--- config.mk ---
export PLATFORM = sky130hd
export DESIGN_NAME = sram_controller
export DESIGN_NICKNAME = d
export VERILOG_FILES = /design/src/rtl/sram_controller_pkg.sv /design/src/rtl/sram_latency_counter.sv /design/src/rtl/sram_controller.sv
export SDC_FILE = /design/constraint.sdc
export NUM_CORES = 1
export LEC_CHECK = 0
export CAP_MARGIN = 20
export CORE_ASPECT_RATIO = 0.5
export CORE_MARGIN = 2
export CORE_UTILIZATION = 30
export DETAILED_ROUTE_END_ITERATION = 10
export PLACE_DENSITY = 0.74
export SKIP_CTS_REPAIR_TIMING = 1
export SYNTH_ARGS = -nofsm -noshare
export SYNTH_HDL_FRONTEND = slang
export SYNTH_SLANG_ARGS = --single-unit
--- constraint.sdc ---
create_clock -name clk -period 4.06 [get_ports clk]
set_clock_uncertainty 0.2 [all_clocks]
set_input_delay 0.609 -clock clk [delete_from_list [all_inputs] [get_ports clk]]
set_output_delay 0.609 -clock clk [all_outputs]
set_load 0.02 [all_outputs]
--- src/rtl/sram_controller_pkg.sv ---
// Shared types and helpers for the SRAM bus target: FSM state encoding and
// the bad-access decode used when a request is first sampled.
package sram_controller_pkg;

    typedef enum logic [1:0] {
        ST_IDLE   = 2'd0,
        ST_ACCESS = 2'd1,
        ST_WAIT   = 2'd2,
        ST_RESP   = 2'd3
    } state_t;

    // Range check works on the offset from the base, so an address just above the
    // top is rejected instead of wrapping onto word 0.
    function automatic logic access_is_bad(
        input logic [31:0] addr,
        input logic [31:0] base,
        input logic [31:0] bytes,
        input logic        instr,
        input logic [3:0]  strobe
    );
        logic [31:0] offset;
        offset = addr - base;
        return (addr < base) || (offset >= bytes) || (addr[1:0] != 2'b00) ||
               (instr && (strobe != 4'b0000));
    endfunction

endpackage

--- src/rtl/sram_latency_counter.sv ---
// Down-counter that times the SRAM read latency; load, decrement and a zero
// flag are exposed so the wait logic can be exercised on its own.
module sram_latency_counter #(
    parameter int unsigned WIDTH = 1
) (
    input  logic             clk,
    input  logic             reset,
    input  logic             load,
    input  logic [WIDTH-1:0] load_value,
    input  logic             dec,
    output logic             zero
);

    logic [WIDTH-1:0] cnt_q;
    logic [WIDTH-1:0] cnt_d;

    always_comb begin
        cnt_d = cnt_q;
        if (load) begin
            cnt_d = load_value;
        end else if (dec && (cnt_q != '0)) begin
            cnt_d = cnt_q - WIDTH'(1);
        end
    end

    always_ff @(posedge clk or posedge reset) begin
        if (reset) begin
            cnt_q <= '0;
        end else begin
            cnt_q <= cnt_d;
        end
    end

    assign zero = (cnt_q == '0);

endmodule

--- src/rtl/sram_controller.sv ---
// Bus target for the core's external memory port: decodes the request, drives a
// single-port synchronous SRAM and returns a registered ready/data/error response.
module sram_controller
    import sram_controller_pkg::*;
#(
    parameter logic [31:0] RAM_BASE     = 32'h0000_0000,
    parameter int unsigned RAM_BYTES    = 65536,
    parameter int unsigned SRAM_LATENCY = 1,
    localparam int unsigned AW          = $clog2(RAM_BYTES) - 2
) (
    input  logic          clk,
    input  logic          reset,
    input  logic          ext_valid,
    input  logic          ext_instruction,
    output logic          ext_ready,
    input  logic [31:0]   ext_address,
    input  logic [31:0]   ext_write_data,
    input  logic [3:0]    ext_write_strobe,
    output logic [31:0]   ext_read_data,
    output logic          bus_error,
    output logic          sram_en,
    output logic [3:0]    sram_we,
    output logic [AW-1:0] sram_addr,
    output logic [31:0]   sram_wdata,
    input  logic [31:0]   sram_rdata
);

    localparam int unsigned CW = $clog2(SRAM_LATENCY + 1);

    state_t          state_q, state_d;
    logic            req_bad;
    logic            cnt_load, cnt_dec, cnt_zero;
    logic            accept, rd_done;

    logic            ext_ready_q, ext_ready_d;
    logic            bus_error_q, bus_error_d;
    logic [31:0]     ext_read_data_q, ext_read_data_d;
    logic            sram_en_q, sram_en_d;
    logic [3:0]      sram_we_q, sram_we_d;
    logic [AW-1:0]   sram_addr_q, sram_addr_d;
    logic [31:0]     sram_wdata_q, sram_wdata_d;

    assign req_bad = access_is_bad(ext_address, RAM_BASE, 32'(RAM_BYTES),
                                   ext_instruction, ext_write_strobe);

    sram_latency_counter #(
        .WIDTH (CW)
    ) u_lat_cnt (
        .clk        (clk),
        .reset      (reset),
        .load       (cnt_load),
        .load_value (CW'(SRAM_LATENCY - 1)),
        .dec        (cnt_dec),
        .zero       (cnt_zero)
    );

    always_ff @(posedge clk or posedge reset) begin
        if (reset) begin
            state_q <= ST_IDLE;
        end else begin
            state_q <= state_d;
        end
    end

    // ACCESS decides read vs write from the registered strobe it is driving.
    always_comb begin
        state_d  = state_q;
        cnt_load = 1'b0;
        cnt_dec  = 1'b0;
        case (state_q)
            ST_IDLE: begin
                if (ext_valid) begin
                    state_d = req_bad ? ST_RESP : ST_ACCESS;
                end
            end
            ST_ACCESS: begin
                if (sram_we_q != 4'b0000) begin
                    state_d = ST_RESP;
                end else begin
                    state_d  = ST_WAIT;
                    cnt_load = 1'b1;
                end
            end
            ST_WAIT: begin
                if (cnt_zero) begin
                    state_d = ST_RESP;
                end else begin
                    cnt_dec = 1'b1;
                end
            end
            ST_RESP: begin
                state_d = ST_IDLE;
            end
            default: begin
                state_d = ST_IDLE;
            end
        endcase
    end

    // Outputs are computed from the next state so every port comes straight off a flop.
    always_comb begin
        accept          = (state_q == ST_IDLE) && (state_d == ST_ACCESS);
        rd_done         = (state_q == ST_WAIT) && (state_d == ST_RESP);
        ext_ready_d     = (state_d == ST_RESP);
        bus_error_d     = (state_q == ST_IDLE) && (state_d == ST_RESP);
        ext_read_data_d = rd_done ? sram_rdata : 32'h0;
        sram_en_d       = accept;
        sram_we_d       = accept ? ext_write_strobe : 4'b0000;
        sram_addr_d     = accept ? AW'((ext_address - RAM_BASE) >> 2) : sram_addr_q;
        sram_wdata_d    = accept ? ext_write_data : sram_wdata_q;
    end

    always_ff @(posedge clk or posedge reset) begin
        if (reset) begin
            ext_ready_q     <= 1'b0;
            bus_error_q     <= 1'b0;
            ext_read_data_q <= '0;
            sram_en_q       <= 1'b0;
            sram_we_q       <= '0;
            sram_addr_q     <= '0;
            sram_wdata_q    <= '0;
        end else begin
            ext_ready_q     <= ext_ready_d;
            bus_error_q     <= bus_error_d;
            ext_read_data_q <= ext_read_data_d;
            sram_en_q       <= sram_en_d;
            sram_we_q       <= sram_we_d;
            sram_addr_q     <= sram_addr_d;
            sram_wdata_q    <= sram_wdata_d;
        end
    end

    assign ext_ready     = ext_ready_q;
    assign bus_error     = bus_error_q;
    assign ext_read_data = ext_read_data_q;
    assign sram_en       = sram_en_q;
    assign sram_we       = sram_we_q;
    assign sram_addr     = sram_addr_q;
    assign sram_wdata    = sram_wdata_q;

endmodule
== Word-level counts from Yosys, hierarchy flattened ==
Index checks and enable logic that the tools add are counted.

* Multiplexer cells: 13
* Add/sub/neg operators: 1
* Reduce and logical (&&, ||, !) cells: 13
* Order comparisons: 2
* Equal/unequal tests: 5

{| class="wikitable"
|+ Operators by type and width
! kind !! count
|-
| 32-bit by 17-bit greater-or-equal comparator with 1-bit output, second input constant || 1
|-
| 32-bit by 1-bit < comparator with 1-bit output, second input constant || 1
|-
| 32-bit 2-to-1 mux || 1
|-
| 2-bit one-hot mux with 4 select lines || 1
|-
| 4-bit nonzero test || 2
|-
| 1-bit 2-to-1 mux || 7
|-
| 2-bit == test, second input constant || 3
|-
| 2-bit 2-to-1 mux || 3
|-
| 1-bit logical AND || 5
|-
| 2-bit by 1-bit == test with 1-bit output, second input constant || 2
|-
| 4-bit 2-to-1 mux || 1
|-
| 2-bit nonzero test || 2
|-
| 1-bit logical OR || 3
|-
| 2-bit zero test || 1
|-
| 1-bit subtractor, second input constant || 1
|}

* Input bits: 104
* Flip-flop bits (word level): 88
* Word-level logic and storage cells: 43
* Output and inout port bits: 85

== Logic depth before layout (Yosys ltp) ==
Gate-level depths: netlist (run 1).

* Word-level depth: 10
* Depth in mapped cells: 6
* Gate-level depth less buffers: 4

== Cells and area by module ==
A second synthesis (run 1) with hierarchy kept.

* Cells, all modules: 259
* Area total of the unflattened synthesis: 3,722.3 um2

{| class="wikitable"
|+ Modules (own cells, without submodules)
! module !! times used !! seq. area each (um2) !! cells an instance !! area each (um2)
|-
| sram_controller || 1 || 2,177.1 || 254 || 3,673.5
|-
| sram_latency_counter || 1 || 25.0 || 5 || 48.8
|}

== Worst setup path before layout (run 1) ==
Ideal clock, no wire load.

* Path kind: input -> register
* Start point: input port ext_write_strobe[0]
* End point: register sram_wdata_q[15], in the netlist sram_wdata[15]
* Stages on the path: 5
* Path buffers: 1
* Library setup time: 0.125 ns
* Data arrival time: 2.083 ns
* Path slack: 1.653 ns
* Required time: 3.735 ns
* Path through: o41ai_1 nand3_1 nor3_4 buf_6 mux2_2

* Longest elaborated chain between the ends: 8

{| class="wikitable"
|+ RTL lines
! what !! line !! RTL
|-
| from (decl) || sram_controller.sv:18 || <nowiki>input logic [3:0] ext_write_strobe,</nowiki>
|-
| 4-bit nonzero test || sram_controller_pkg.sv:24 || <nowiki>(instr && (strobe != 4'b0000));</nowiki>
|-
| 1-bit logical AND || sram_controller_pkg.sv:24 ||
|-
| 1-bit logical OR || sram_controller_pkg.sv:23 || <nowiki>return (addr < base) || (offset >= bytes) || (addr[1:0] != 2'b00) ||</nowiki>
|-
| 2-bit 2-to-1 mux || sram_controller.sv:73 || <nowiki>state_d = req_bad ? ST_RESP : ST_ACCESS;</nowiki>
|-
| 2-bit 2-to-1 mux || sram_controller.sv:72 || <nowiki>if (ext_valid) begin</nowiki>
|-
| 2-bit one-hot mux with 4 select lines || sram_controller.sv:70 || <nowiki>case (state_q)</nowiki>
|-
| 2-bit by 1-bit == test with 1-bit output || sram_controller.sv:102 || <nowiki>accept = (state_q == ST_IDLE) && (state_d == ST_ACCESS);</nowiki>
|-
| 1-bit logical AND || sram_controller.sv:102 ||
|-
| to (signal assigned) || sram_controller.sv:129 || <nowiki>sram_wdata_q <= sram_wdata_d;</nowiki>
|-
| to (decl) || sram_controller.sv:41 || <nowiki>logic [31:0] sram_wdata_q, sram_wdata_d;</nowiki>
|}

No other way between the ends.
A chain may end at the register's enable or synchronous reset.

== Worst setup path after layout (run 1) ==
* Start point: input port ext_write_strobe[0]
* End point: register sram_wdata_q[10], in the netlist sram_wdata[10]

The elaborated chain is that of the path after synthesis.

==> summary.md, run 1 <==
• finished clean — result of the run
• 2720 ps — shortest clock period the worst path allows after layout
• 188 — count of input and output buffers
• 51 — largest net degree at the start of global routing
• clkdlybuf4s50_1 > o41ai_1 > nand3_1 > nor3_4 > buf_4 > mux2_2 — cell-by-cell listing of the critical path
• 4080 ps — data required time of the critical path
• 21 — number of unique standard cell types used by synthesis
• 0 — final count of hold timing violations
• 3180 sq um — cell area after technology mapping
• 14.9 um — routed wirelength normalized by instance count
• 10.4% — Post-Synth Simple-Gate Area
• in2reg — worst setup path category
• 88 — sinks on the clock net
• 0.223 mV — maximum resistive drop on vdd
• 2740 ps — arrival time at the worst endpoint
• 11500 sq um — Die Outline Area
• 1 — WHS Path Cells
• input pin — kind of start point of the critical path
• register — CP endpoint kind
• ext_write_strobe[0] — launching element of the worst setup path
• buf_4 — Worst path slowest cell
• 6160 um — half-perimeter wire length of the detailed placement result
• 16.3% — portion of netlist area occupied by mux cells
• 46 — worst-path fanout max
• 500 ps — critical path's largest stage delay
• 2290 — DR vias
• 2.50 nW — leakage power
• 15.1% — global-route usage over all layers
• 0.275% — XOR/XNOR Fraction of Synth Area
• 207 — cell count after synthesis
• buffers and inverters — Worst path top cell family by delay
• 10200 sq um — core footprint
• 0 — antenna violations before repair
• state_q[1] — launch instance of the worst register-to-register path
• yes — clock tree from TritonCTS
• 0 — Yosys warnings
• 3 — H-tree Lvls
• 9 — Num CTS Buffers
• 26 — number of cell rows
• sram_wdata[10] — crit path capture
• 0 — final count of negative-setup-slack endpoints
• 31.0% — effective utilization at floorplan
• 0 — Max Transition Viols Final
• 13200 um — global-route wire length before repair
• 2 — CTS Buffer Depth
• 0 — number of antenna diodes
• 2 — number of buffers and inverters on the critical path
• reg2reg — Hold Crit Class
• 0 — number of remaining DRC errors
• 75.1% — layout-stage area growth over the synthesis result
• no — RSZ-0062 raised after global routing
• 0 ps — Setup TNS Final
• 60 ps — clock slew at the register clock pins of the worst setup and hold paths
• 15.4 sq um — Avg Inst Size Synth
• 2501 — vias in the first global route
• 40 — DRC marker count from the first detailed-route iteration
• 5 — Worst Reg2Reg Path Length in Cells
• 0.367 GHz — maximum frequency from static timing analysis
• sram_wdata[10] — reg2reg end
• 150 um — die span in x
• 869 ps — Tightest Pin Transition
• 330 ps — clock latency at the later pin of the worst-skew pair
• 67.1% — final critical-path share of the clock period
• clkbuf_16 — Root Driver
• 4 — DR pass1 iterations
• 189 — ports placed on the boundary
• 69.2% — part of the Yosys area used for sequential elements
• 8100 um — Final Routed Wirelength
• 0.763 — GP Congestion
• multiplexers — main combinational cell family by area after synthesis
• 473 nW/um^2 — cell area power density
• 16.0% — proportion of layout cells with a drive suffix above 1
• 4.20 — routed vias/inst
• 291 ps — hold slack final
• 188 x clkdlybuf4s50_1, 88 x dfrtp_1, 43 x mux2_2 — commonest cells after routing, fill and taps aside
• 0% — Post-Synth Adder-Cell Area
• 76.8 um — Die H
• 1.69% — complex-gate fraction of the synthesized area
• 42.0% — slew margin rel.
• 0 — Max-Cap Viols
• 88 — total of flip-flops plus latches after synthesis
• 1860 ps — worst reg-to-reg setup slack
• 2.63 mW — total design power
• 0 — Antenna Nets Post-Route
• 504 — final layout net count
• 529 — placed instance count
• 0 — total congestion overflow
• 545 — number of cells in the finished layout apart from fillers
• 6 — WP depth
• clkdlybuf4s50_1 — most common cell after layout, fill and taps aside
• 311 — Syn Nets
[cell type report]
cell class,count,area [sq um]
fill,884,4680
tap,140,175
sequential,88,2200
clock inverter,5,103
clock buffer,11,253
inverter,1,5.00
multi-input combinational,109,916
timing repair buffer,191,1920
[report_power, final]
group | total, mW | internal, mW | switching, mW
clock | 0.960 | 0.633 | 0.326
combinational | 0.638 | 0.340 | 0.298
sequential | 1.04 | 0.988 | 0.0488
[state kept, by name, summed over array words and instances, names as in the netlist]
signal and flops:
ext_read_data 32, sram_wdata 32, sram_addr 14, sram_we 4, state_q 2, bus_error 1, ext_ready 1, sram_en 1
u_lat_cnt.cnt_q 1
[through the flow]
step                cell area, sq um  util, %  worst slack [ps]
global placement                5220     50.9              1020
detailed placement              5220     50.9               964
CTS                             5570     54.4              1320
finish                          5570     54.4              1340
floorplan                       3180        -               972
global route                    5570     54.4              1190
[worst min-delay path by stage]
stage                       to  slack (ps)            start
2_1_floorplan  u_lat_cnt.cnt_q         280  u_lat_cnt.cnt_q
3_3_place_gp    sram_wdata[19]         270   sram_wdata[19]
3_5_place_dp    sram_wdata[18]         290   sram_wdata[18]
4_1_cts         sram_wdata[20]         290   sram_wdata[20]
5_1_grt         sram_wdata[20]         310   sram_wdata[20]
6_report        sram_wdata[20]         290   sram_wdata[20]
[cell families after synthesis]
kind of cell    count (synthesis)
flops                          88
simple gates                   54
compound gates                  8
buf+inv                        10
mux                            46
xor+xnor                        1
[metal layers]
metal / vias to the layer above / track usage (%) / wire (um)
li1: 1086 / - / -
met1: 1132 / 15.8 / 3000
met5: - / 0 / 0
met2: 55 / 27.8 / 4520
met3: 17 / 4.70 / 381
met4: 0 / 6.76 / 197
[worst reg2reg max path: cells and delay by family (launching register included)]
family | cells | cell delay (ps)
and+or+nand+nor | 3 | 500
muxes | 1 | 420
DFF | 1 | 470
buffers and inverters | 1 | 500
[synth_stat cells]
master    count  area share, %
dfrtp_1      88             69
mux2_2       43             15
and2_1       37            7.3
clkbuf_1      5           0.59
nor4_1        5           0.98
buf_6         4            1.4
a21oi_1       3           0.47
mux2_1        3            1.1
nand3_1       3           0.47
nor2_1        3           0.35
nand2_1       2           0.24
nor3_1        2           0.31
inv_1         1           0.12
nor3_4        1           0.51
nor3b_1       1           0.24
o21a_1        1           0.24
o21ai_0       1           0.16
o31ai_1       1           0.24
o32a_1        1           0.31
o41ai_1       1           0.28
xnor2_1       1           0.28
Power figures use the tool's default switching activity.
==> inputs of run 2 (changes only) <==
--- a/config.mk
+++ b/config.mk
@@ -10,7 +10,7 @@
 export CORE_MARGIN = 2
 export CORE_UTILIZATION = 30
 export DETAILED_ROUTE_END_ITERATION = 10
-export PLACE_DENSITY = 0.74
+export PLACE_DENSITY = 0.77
 export SKIP_CTS_REPAIR_TIMING = 1
 export SYNTH_ARGS = -nofsm -noshare
 export SYNTH_HDL_FRONTEND = slang
==> constraint.sdc (replaced) <==
create_clock -name clk -period 2.37 [get_ports clk]
set_clock_uncertainty 0.2 [all_clocks]
set_input_delay 0.3555 -clock clk [delete_from_list [all_inputs] [get_ports clk]]
set_output_delay 0.3555 -clock clk [all_outputs]
set_load 0.02 [all_outputs]
==> run 2 against run 1 <==
Clock-buffer cell count rose by 1. Highest routed layer unchanged. Largest power group unchanged. Global-route usage barely moved. Worst setup slack got worse by 1200 ps. Combinational power rose by 74%. Non-clock buffer count rose by 10. Final area rose by 0.97%. Hold slack got worse by 57 ps. Utilization rose by 0.52 points. Sequential power rose by 71%. Clock power rose by 39%. Critical endpoint is now sram_wdata[21]. Sequential share of layout area fell by 0.38 points. Register-to-register slack got worse by 1600 ps.
==> summary.md, run 2 (synthesized netlist as in run 1, its figures left out) <==
• -234 ps — post-placement worst setup slack
• 5280 sq um — placed cell areas
• 13300 um — global-route wire length before repair
• 0 — Antenna Nets Post-Route
• 2.52 nW — leakage power
• 3 — DR pass1 iterations
• 188 — count of input and output buffers
• clkdlybuf4s50_1 — most common cell after layout, fill and taps aside
• clkdlybuf4s50_1 — Worst path slowest cell
• 883 — Filler Cell Count
• input pin — kind of start point of the critical path
• 18.3% — proportion of layout cells with a drive suffix above 1
• 0 ps — Setup TNS Final
• 4.28 — routed vias/inst
• 95.1% — final critical-path share of the clock period
• 189 — ports placed on the boundary
• 234 ps — hold slack final
• 31.0% — effective utilization at floorplan
• 0 — Max Transition Viols Final
• 55 — largest net degree at the start of global routing
• 6420 um — half-perimeter wire length of the detailed placement result
• 2373 — DR vias
• register — CP endpoint kind
• 514 — final layout net count
• 0 — number of antenna diodes
• 2380 ps — data required time of the critical path
• 76.8% — layout-stage area growth over the synthesis result
• 0.791 — GP Congestion
• clkbuf_16 — Root Driver
• 0.439 mV — maximum resistive drop on vdd
• 15.1% — global-route usage over all layers
• yes — clock tree from TritonCTS
• in2reg — worst setup path category
• 72.1% — slew margin rel.
• 150 um — die span in x
• 8640 um — Final Routed Wirelength
• 330 ps — clock latency at the later pin of the worst-skew pair
• 0 — final count of negative-setup-slack endpoints
• 418 ps — Tightest Pin Transition
• 0 — antenna violations before repair
• 15.6 um — routed wirelength normalized by instance count
• 11 — worst-path fanout max
• 430 ps — critical path's largest stage delay
• 5620 sq um — final non-filler cell area
• in2async — Hold Crit Class
• 188 x clkdlybuf4s50_1, 88 x dfrtp_1, 43 x mux2_2 — commonest cells after routing, fill and taps aside
• 3 — number of buffers and inverters on the critical path
• 9 — Num CTS Buffers
• buffers and inverters — Worst path top cell family by delay
• 76.8 um — Die H
• 2270 ps — arrival time at the worst endpoint
• 749 nW/um^2 — cell area power density
• 11500 sq um — Die Outline Area
• 10200 sq um — core footprint
• 260 ps — worst reg-to-reg setup slack
• 2250 ps — shortest clock period the worst path allows after layout
• 88 — sinks on the clock net
• 115 ps — post-route worst setup slack
• 0 — number of remaining DRC errors
• 0 — total congestion overflow
• 94 — DRC marker count from the first detailed-route iteration
• 26 — number of cell rows
• 0 — Max-Cap Viols
• 60 ps — clock slew at the register clock pins of the worst setup and hold paths
• 0.444 GHz — maximum frequency from static timing analysis
• finished clean — result of the run
• 2 — CTS Buffer Depth
• 0 — final count of hold timing violations
• 3 — H-tree Lvls
• 2517 — vias in the first global route
• clkdlybuf4s50_1 > o41ai_1 > nand3_1 > nor3_4 > buf_4 > buf_6 > mux2_2 — cell-by-cell listing of the critical path
-- run 2: final cells by class --
| class | instances | area, sq um | area share (%) |
|---|---|---|---|
| Timing Repair Buffer | 201 | 2030 | 36.0 |
| Inverter | 1 | 7.51 | 0.133 |
| Clock inverter | 4 | 28.8 | 0.512 |
| Tap cell | 140 | 175 | 3.11 |
| Sequential cell | 88 | 2200 | 39.2 |
| Multi-Input combinational cell | 109 | 928 | 16.5 |
| Clock buffer | 12 | 256 | 4.56 |
-- run 2: path summary, 6_finish.rpt --
| check | from | cells after the start | endpoint |
|---|---|---|---|
| hold reg to reg | sram_wdata[20] | 1 | sram_wdata[20] |
| max in group asynchronous | reset | 3 | sram_wdata[12] |
| hold / removal | reset | 3 | sram_wdata[22] |
| setup / recovery | ext_write_strobe[0] | 7 | sram_wdata[21] |
| setup reg to reg | state_q[1] | 6 | sram_wdata[21] |
| min in group clk | sram_wdata[20] | 1 | sram_wdata[20] |
-- run 2: worst register-to-register path, delay by kind of cell, from the launching register on --
family	cells	cell delay [ps]
simple gates	3	630
flops	1	470
buf+inv	2	360
mux	1	350
-- run 2: per-layer routing --
metal	track usage, %	share of wire, %
met1	16.5	39
met2	28.1	56
met3	3.51	2.9
met4	6.48	3.0
met5	0	0
-- run 2: per-stage QoR --
step / cells / total power [mW] / util [%]
final: 555 / 4.21 / 54.9
after global routing: 555 / 4.43 / 54.9
after CTS: 551 / 4.27 / 54.3
after detailed placement: 535 / 2.93 / 51.5
after global placement: 535 / 2.90 / 51.5
after floorplan: 207 / 2.29 / -
-- run 2: power by group --
part           leakage (nW)  internal (mW)  switching [mW]  total [mW]
Sequential             1.20           1.69          0.0847        1.78
Clock                 0.135          0.768           0.561        1.33
Combinational          1.18          0.588           0.519        1.11
Total                  2.52           3.05            1.17        4.21
